--- src/rtl/clk_sel_ctrl_pkg.sv ---
// Shared definitions for the clock-select sequencer: FSM state encoding,
// default timing parameters and a counter-width helper.
package clk_sel_ctrl_pkg;

   localparam int unsigned WIN_CYC_DEF    = 32;
   localparam int unsigned MIN_EDGES_DEF  = 2;
   localparam int unsigned SETTLE_CYC_DEF = 8;
   localparam int unsigned DWELL_CYC_DEF  = 16;

   typedef enum logic [1:0] {
      ST_IDLE   = 2'd0,
      ST_SETTLE = 2'd1,
      ST_DWELL  = 2'd2
   } ctrl_state_e;

   // Bits needed to hold values 0..max_val (at least one bit).
   function automatic int unsigned cnt_width(input int unsigned max_val);
      return (max_val < 1) ? 1 : $clog2(max_val + 1);
   endfunction

endpackage

--- src/rtl/clk_sel_ctrl_activity_mon.sv ---
// Activity monitor for clk_in_1: synchronizer, rising-edge detector and a
// windowed saturating edge counter, all in the clk_in_0 domain.
module clk_activity_mon
   import clk_sel_ctrl_pkg::*;
#(
   parameter int unsigned WIN_CYC   = WIN_CYC_DEF,
   parameter int unsigned MIN_EDGES = MIN_EDGES_DEF
) (
   input  logic clk_in_0,
   input  logic rst_n_0,
   input  logic clk_in_1,
   output logic clk1_alive,
   output logic win_end,
   output logic win_alive
);

   localparam int unsigned WW = cnt_width(WIN_CYC - 1);
   localparam int unsigned EW = cnt_width(MIN_EDGES);
   localparam logic [WW-1:0] WIN_LAST = WW'(WIN_CYC - 1);
   localparam logic [EW-1:0] EDGE_SAT = EW'(MIN_EDGES);

   // [0],[1]: two-stage synchronizer; [2]: previous synchronized value.
   logic [2:0]    sync_q;
   logic          rise;
   logic [WW-1:0] win_q;
   logic [EW-1:0] edge_q;
   logic [EW-1:0] edge_total;

   assign rise = sync_q[1] & ~sync_q[2];

   // NOTE: every variable assigned in always_comb gets a default first, so no latch is inferred.
   always_comb begin
      edge_total = edge_q;
      if (rise && (edge_q != EDGE_SAT)) begin
         edge_total = edge_q + 1'b1;
      end
   end

   // The edge seen on the window's last cycle still counts toward its verdict.
   assign win_end   = (win_q == WIN_LAST);
   assign win_alive = (edge_total >= EDGE_SAT);

   // NOTE: sequential state uses non-blocking assignments so all flops update together.
   always_ff @(posedge clk_in_0 or negedge rst_n_0) begin
      if (!rst_n_0) begin
         sync_q     <= '0;
         win_q      <= '0;
         edge_q     <= '0;
         clk1_alive <= 1'b0;
      end else begin
         sync_q <= {sync_q[1:0], clk_in_1};
         if (win_end) begin
            win_q      <= '0;
            edge_q     <= '0;
            clk1_alive <= win_alive;
         end else begin
            win_q  <= win_q + 1'b1;
            edge_q <= edge_total;
         end
      end
   end

endmodule

--- src/rtl/clk_sel_ctrl.sv ---
// Select sequencer for the glitch-free clock mux: request handshake, settle
// and dwell timing, and autonomous fallback to clk_in_0 when clk_in_1 dies.
module clk_sel_ctrl
   import clk_sel_ctrl_pkg::*;
#(
   parameter int unsigned WIN_CYC    = WIN_CYC_DEF,
   parameter int unsigned MIN_EDGES  = MIN_EDGES_DEF,
   parameter int unsigned SETTLE_CYC = SETTLE_CYC_DEF,
   parameter int unsigned DWELL_CYC  = DWELL_CYC_DEF
) (
   input  logic clk_in_0,
   input  logic rst_n_0,
   input  logic clk_in_1,
   input  logic req_valid,
   input  logic req_sel,
   output logic req_ready,
   output logic sel,
   output logic done,
   output logic err,
   output logic clk1_alive,
   output logic fallback
);

   localparam int unsigned CW =
      cnt_width((SETTLE_CYC > DWELL_CYC) ? SETTLE_CYC : DWELL_CYC);
   // Settle finishes on the SETTLE_CYC-th edge after the switch; dwell holds
   // one extra cycle so the block is ready again SETTLE+DWELL+1 after it.
   localparam logic [CW-1:0] SETTLE_LOAD = CW'(SETTLE_CYC - 1);
   localparam logic [CW-1:0] DWELL_LOAD  = CW'(DWELL_CYC);

   ctrl_state_e   state_q, state_d;
   logic [CW-1:0] cnt_q, cnt_d;
   logic          sel_d, done_d, err_d, fallback_d;
   logic          win_end, win_alive;
   logic          fb_trig, accept;

   clk_activity_mon #(
      .WIN_CYC   (WIN_CYC),
      .MIN_EDGES (MIN_EDGES)
   ) u_mon (
      .clk_in_0   (clk_in_0),
      .rst_n_0    (rst_n_0),
      .clk_in_1   (clk_in_1),
      .clk1_alive (clk1_alive),
      .win_end    (win_end),
      .win_alive  (win_alive)
   );

   assign fb_trig = sel && win_end && !win_alive;
   // Ready drops while a fallback fires, so a request is never acknowledged and then dropped.
   assign req_ready = (state_q == ST_IDLE) && !fb_trig;
   assign accept    = req_valid && req_ready;

   always_comb begin
      state_d    = state_q;
      cnt_d      = cnt_q;
      sel_d      = sel;
      done_d     = 1'b0;
      err_d      = 1'b0;
      fallback_d = fallback;

      if (fb_trig) begin
         sel_d      = 1'b0;
         fallback_d = 1'b1;
         cnt_d      = SETTLE_LOAD;
         state_d    = ST_SETTLE;
      end else begin
         case (state_q)
            ST_IDLE: begin
               if (accept) begin
                  fallback_d = 1'b0;
                  if (req_sel == sel) begin
                     done_d = 1'b1;
                  end else if (req_sel && !clk1_alive) begin
                     err_d = 1'b1;
                  end else begin
                     sel_d   = req_sel;
                     cnt_d   = SETTLE_LOAD;
                     state_d = ST_SETTLE;
                  end
               end
            end
            ST_SETTLE: begin
               if (cnt_q == '0) begin
                  done_d  = 1'b1;
                  cnt_d   = DWELL_LOAD;
                  state_d = ST_DWELL;
               end else begin
                  cnt_d = cnt_q - 1'b1;
               end
            end
            ST_DWELL: begin
               if (cnt_q == '0) begin
                  state_d = ST_IDLE;
               end else begin
                  cnt_d = cnt_q - 1'b1;
               end
            end
            default: state_d = ST_IDLE;
         endcase
      end
   end

   always_ff @(posedge clk_in_0 or negedge rst_n_0) begin
      if (!rst_n_0) begin
         state_q  <= ST_IDLE;
         cnt_q    <= '0;
         sel      <= 1'b0;
         done     <= 1'b0;
         err      <= 1'b0;
         fallback <= 1'b0;
      end else begin
         state_q  <= state_d;
         cnt_q    <= cnt_d;
         sel      <= sel_d;
         done     <= done_d;
         err      <= err_d;
         fallback <= fallback_d;
      end
   end

endmodule
--- config.mk ---
export PLATFORM = sky130hd
export DESIGN_NAME = clk_sel_ctrl
export DESIGN_NICKNAME = d
export VERILOG_FILES = /design/src/rtl/clk_sel_ctrl_pkg.sv /design/src/rtl/clk_sel_ctrl_activity_mon.sv /design/src/rtl/clk_sel_ctrl.sv
export SDC_FILE = /design/constraint.sdc
export NUM_CORES = 1
export LEC_CHECK = 0
export ABC_AREA = 1
export ABC_CLOCK_PERIOD_IN_PS = 1610
export CAP_MARGIN = 20
export CORE_AREA = 8 8 63 78
export DETAILED_ROUTE_END_ITERATION = 16
export DIE_AREA = 0 0 71 86
export GPL_ROUTABILITY_DRIVEN = 1
export GPL_TIMING_DRIVEN = 0
export PLACE_DENSITY_LB_ADDON = 0.15
export SLEW_MARGIN = 30
export SYNTH_ARGS = -nofsm -noshare
export SYNTH_HDL_FRONTEND = slang
export SYNTH_SLANG_ARGS = --single-unit
--- constraint.sdc ---
create_clock -name clk_in_0 -period 1.61 [get_ports clk_in_0]
set_input_delay 0.161 -clock clk_in_0 [delete_from_list [all_inputs] [get_ports clk_in_0]]
set_output_delay 0.161 -clock clk_in_0 [all_outputs]
set_load 0.05 [all_outputs]
==> results_dict.tcl <==
set metrics [dict create \
    fin_cells 213 \
    syn_nets 160 \
    grt_max_degree 23 \
    start_util 0.3359 \
    fillers 371 \
    drt_iter0_markers 37 \
    grt-ovfl-total 0 \
    ys_seq_area_frac 0.4440 \
    antenna_cells 0 \
    netlist_area_sq_um 1240 \
    timing.final.max_slew_violations 0 \
    period_share 1.231 \
    cts-root-buf "clkbuf_8" \
    clockBufferDepth 2 \
    min_path_cells 1 \
    fin_crit_ns 1.981 \
    core-area_sq_um 3691 \
    firstDrtPassIters 4 \
    worst_ep_arrival_time_ns 1.82 \
    slew_headroom 0.6571 \
    cp_max_fo 2 \
    drc_errors 0 \
    area_growth_pct 29.57 \
    clock_sinks 22 \
    portBuffers 10 \
    clk_latency_ns 0.26 \
    htree_levels 1 \
    multi_input_area_sq_um 643.1 \
    ir_drop_mv 0.8193 \
    finalWorstSetupSlack_ns -0.3711 \
    dp_hpwl_um 1785 \
    num_rows 25 \
    routed_via_density 4.812 \
    violations "setup timing" \
    critical_path_class "flop to output pin" \
    cp-start-kind "flop" \
    numCtsBuffers 3 \
    grt_pass1_wl_um 4554 \
    reg2reg_setup_slack_ns -0.30 \
    seq_area_sq_um 550.5 \
    ys_ff_latch 22 \
    drive_gt1_frac 0.2775 \
    synth_cells 147 \
    reg2reg_from "u_mon.win_q[0]" \
    synth_edf_count 0 \
    tightest_slew_ns 0.5143 \
    hold_viol_final 0 \
    hold_path_class "input port to flop" \
    rr_worst_depth 14 \
    cts.clk_slew.worst_paths_ns 0.08 \
    die_y_um 86 \
    wl_um 2649 \
    min_from "clk_in_1" \
    status "complete, but fails checks" \
    cts_tree "built" \
    maxCapViolations 0 \
    fin_worst_skew_ns 0.004544 \
    utilization 0.4353 \
    hold-path-endpoint "u_mon.sync_q[0]" \
    p_per_area_nw_per_um2 1772 \
    timing.rr.end "cnt_q[2]" \
    endpoint_kind "output pin" \
    fin_nets 188 \
    yosysWarnings 0 \
    synthArstFlopShare 1.000 \
    wl_per_cell_um 12.44 \
    die_area_sq_um 6106 \
    setup_viol 11 \
    p_leak_nw 0.8190 \
    synth_flop_cell "dfrtp_1" \
    vias 1025 \
    gp_congestion 0.8549 \
    track_usage 0.09420 \
    die_x_um 71 \
    postRouteAntennaNets 0 \
    required_ns 1.45 \
    avgSynthCellArea_sq_um 8.435 \
    ios 11 \
    grt_pass1_vias 1039 \
    antenna_found_initial 0 \
    place_inst 197 \
    fmax_ghz 0.5048 \
    yosysUniqueCellTypes 23 \
    rsz0062_at_grt "true" \
]
[worst max-delay path by stage]
| stage | start | end | slack [ns] | depth (start not counted) |
|---|---|---|---|---|
| after floorplan | u_mon.win_q[0] | req_ready | -0.16 | 10 |
| after global placement | u_mon.win_q[0] | req_ready | -0.79 | 11 |
| after detailed placement | u_mon.win_q[0] | req_ready | -0.84 | 11 |
| after CTS | u_mon.win_q[1] | req_ready | -0.40 | 11 |
| after global routing | u_mon.win_q[0] | req_ready | -0.46 | 11 |
| final | u_mon.win_q[0] | req_ready | -0.37 | 11 |
[through the flow]
| step | hold WS [ns] | total power, W | worst slack (ns) | area [sq um] | TNS [ns] |
|---|---|---|---|---|---|
| floorplan | -0.1346 | 0.002063 | -0.1578 | 1256 | -0.1591 |
| global placement | 0.3380 | 0.002408 | -0.7865 | 1406 | -1.677 |
| detailed placement | 0.1599 | 0.002423 | -0.8351 | 1401 | -2.218 |
| CTS | 0.3446 | 0.002847 | -0.4019 | 1573 | -3.081 |
| global route | 0.3474 | 0.003123 | -0.4561 | 1607 | -3.807 |
| finish | 0.3474 | 0.002847 | -0.3711 | 1607 | -2.819 |
[power by group]
part / switching (W) / leakage, nW / total, W / internal [W]
logic: 0.00107 / 0.525 / 0.00168 / 0.000613
clock network: 0.000170 / 0.0216 / 0.000337 / 0.000167
registers: 0.000123 / 0.272 / 0.000831 / 0.000708
total: 0.00136 / 0.819 / 0.00285 / 0.00149
[flip-flops by register name, summed over array words and instances (netlist names)]
register          count
done                  1
fallback              1
u_mon.clk1_alive      1
u_mon.edge_q          2
sel                   1
u_mon.sync_q          3
state_q               2
err                   1
cnt_q                 5
u_mon.win_q           5
[Yosys cell counts, types with 2 or more instances]
cell      number  share of area
inv_2          3         0.0091
nand4_1        5          0.025
nand2_1       36           0.11
nor2_1         9          0.027
inv_1         21          0.064
ha_1           8          0.081
nand3_4        2          0.028
dfrtp_1       22           0.44
a21oi_1        4          0.016
nand3_2        3          0.024
nand3_1       16          0.065
nand3b_1       2          0.012
o21ai_0        5          0.020
nand2_2        2          0.010
[layout make-up]
class,count,area share
flip-flops and latches,22,0.3427
inverters,24,0.05841
plain buffers,2,0.01168
repair buffers,22,0.1301
clock buffers,3,0.02570
well taps,40,0.03115
multi-input cells,100,0.4003
[what timing repair did]
action	4_1_cts	5_1_grt
endpoints found under the setup margin	12	12
pin swaps	4	5
hold buffers	1	0
setup buffers	8	3
gates resized for setup	21	8
gates cloned	2	0
endpoints found under the hold margin	22	0
[metal layers]
| metal | GRT usage | up-vias | wire, um |
|---|---|---|---|
| li1 | - | 524 | - |
| met1 | 0.09836 | 488 | 1134 |
| met2 | 0.1733 | 7 | 1393 |
| met3 | 0.01984 | 6 | 71 |
| met4 | 0.04554 | 0 | 49 |
| met5 | 0 | - | 0 |
[cells by family (layout without fill, tap and decap cells)]
group	after synthesis	in the layout	synth area share
adder cells (fa/ha/maj)	8	8	0.08073
XOR/XNOR	2	2	0.02019
AO/OA/AOI/OAI	10	10	0.04641
flip-flops	22	22	0.4440
buffers and inverters	26	51	0.08476
AND/OR/NAND/NOR	79	80	0.3239
[layout by cell type (no fill, tap or decap), drive strengths merged]
cell	n
nand4	5
clkinvlp	1
clkdlybuf4s50	6
nand3	22
or2	1
buf	14
xor2	2
nor3	1
dfrtp	22
clkbuf	4
dlygate4sd3	1
nor2	10
o22ai	1
nand3b	2
dlygate4sd2	1
dlymetal6s2s	1
ha	8
o21ai	5
a21oi	4
nand2	39
inv	23
[critical path, cell delays in order, from the launching register on]
cell	delay [ns]
dfrtp_1	0.37
ha_2	0.19
nand2_2	0.06
nor2_2	0.10
ha_2	0.21
nand2_2	0.06
inv_2	0.07
nand3_4	0.08
buf_8	0.13
nand2_4	0.06
clkinvlp_4	0.09
buf_8	0.15
(Power assumes the default switching activity.)
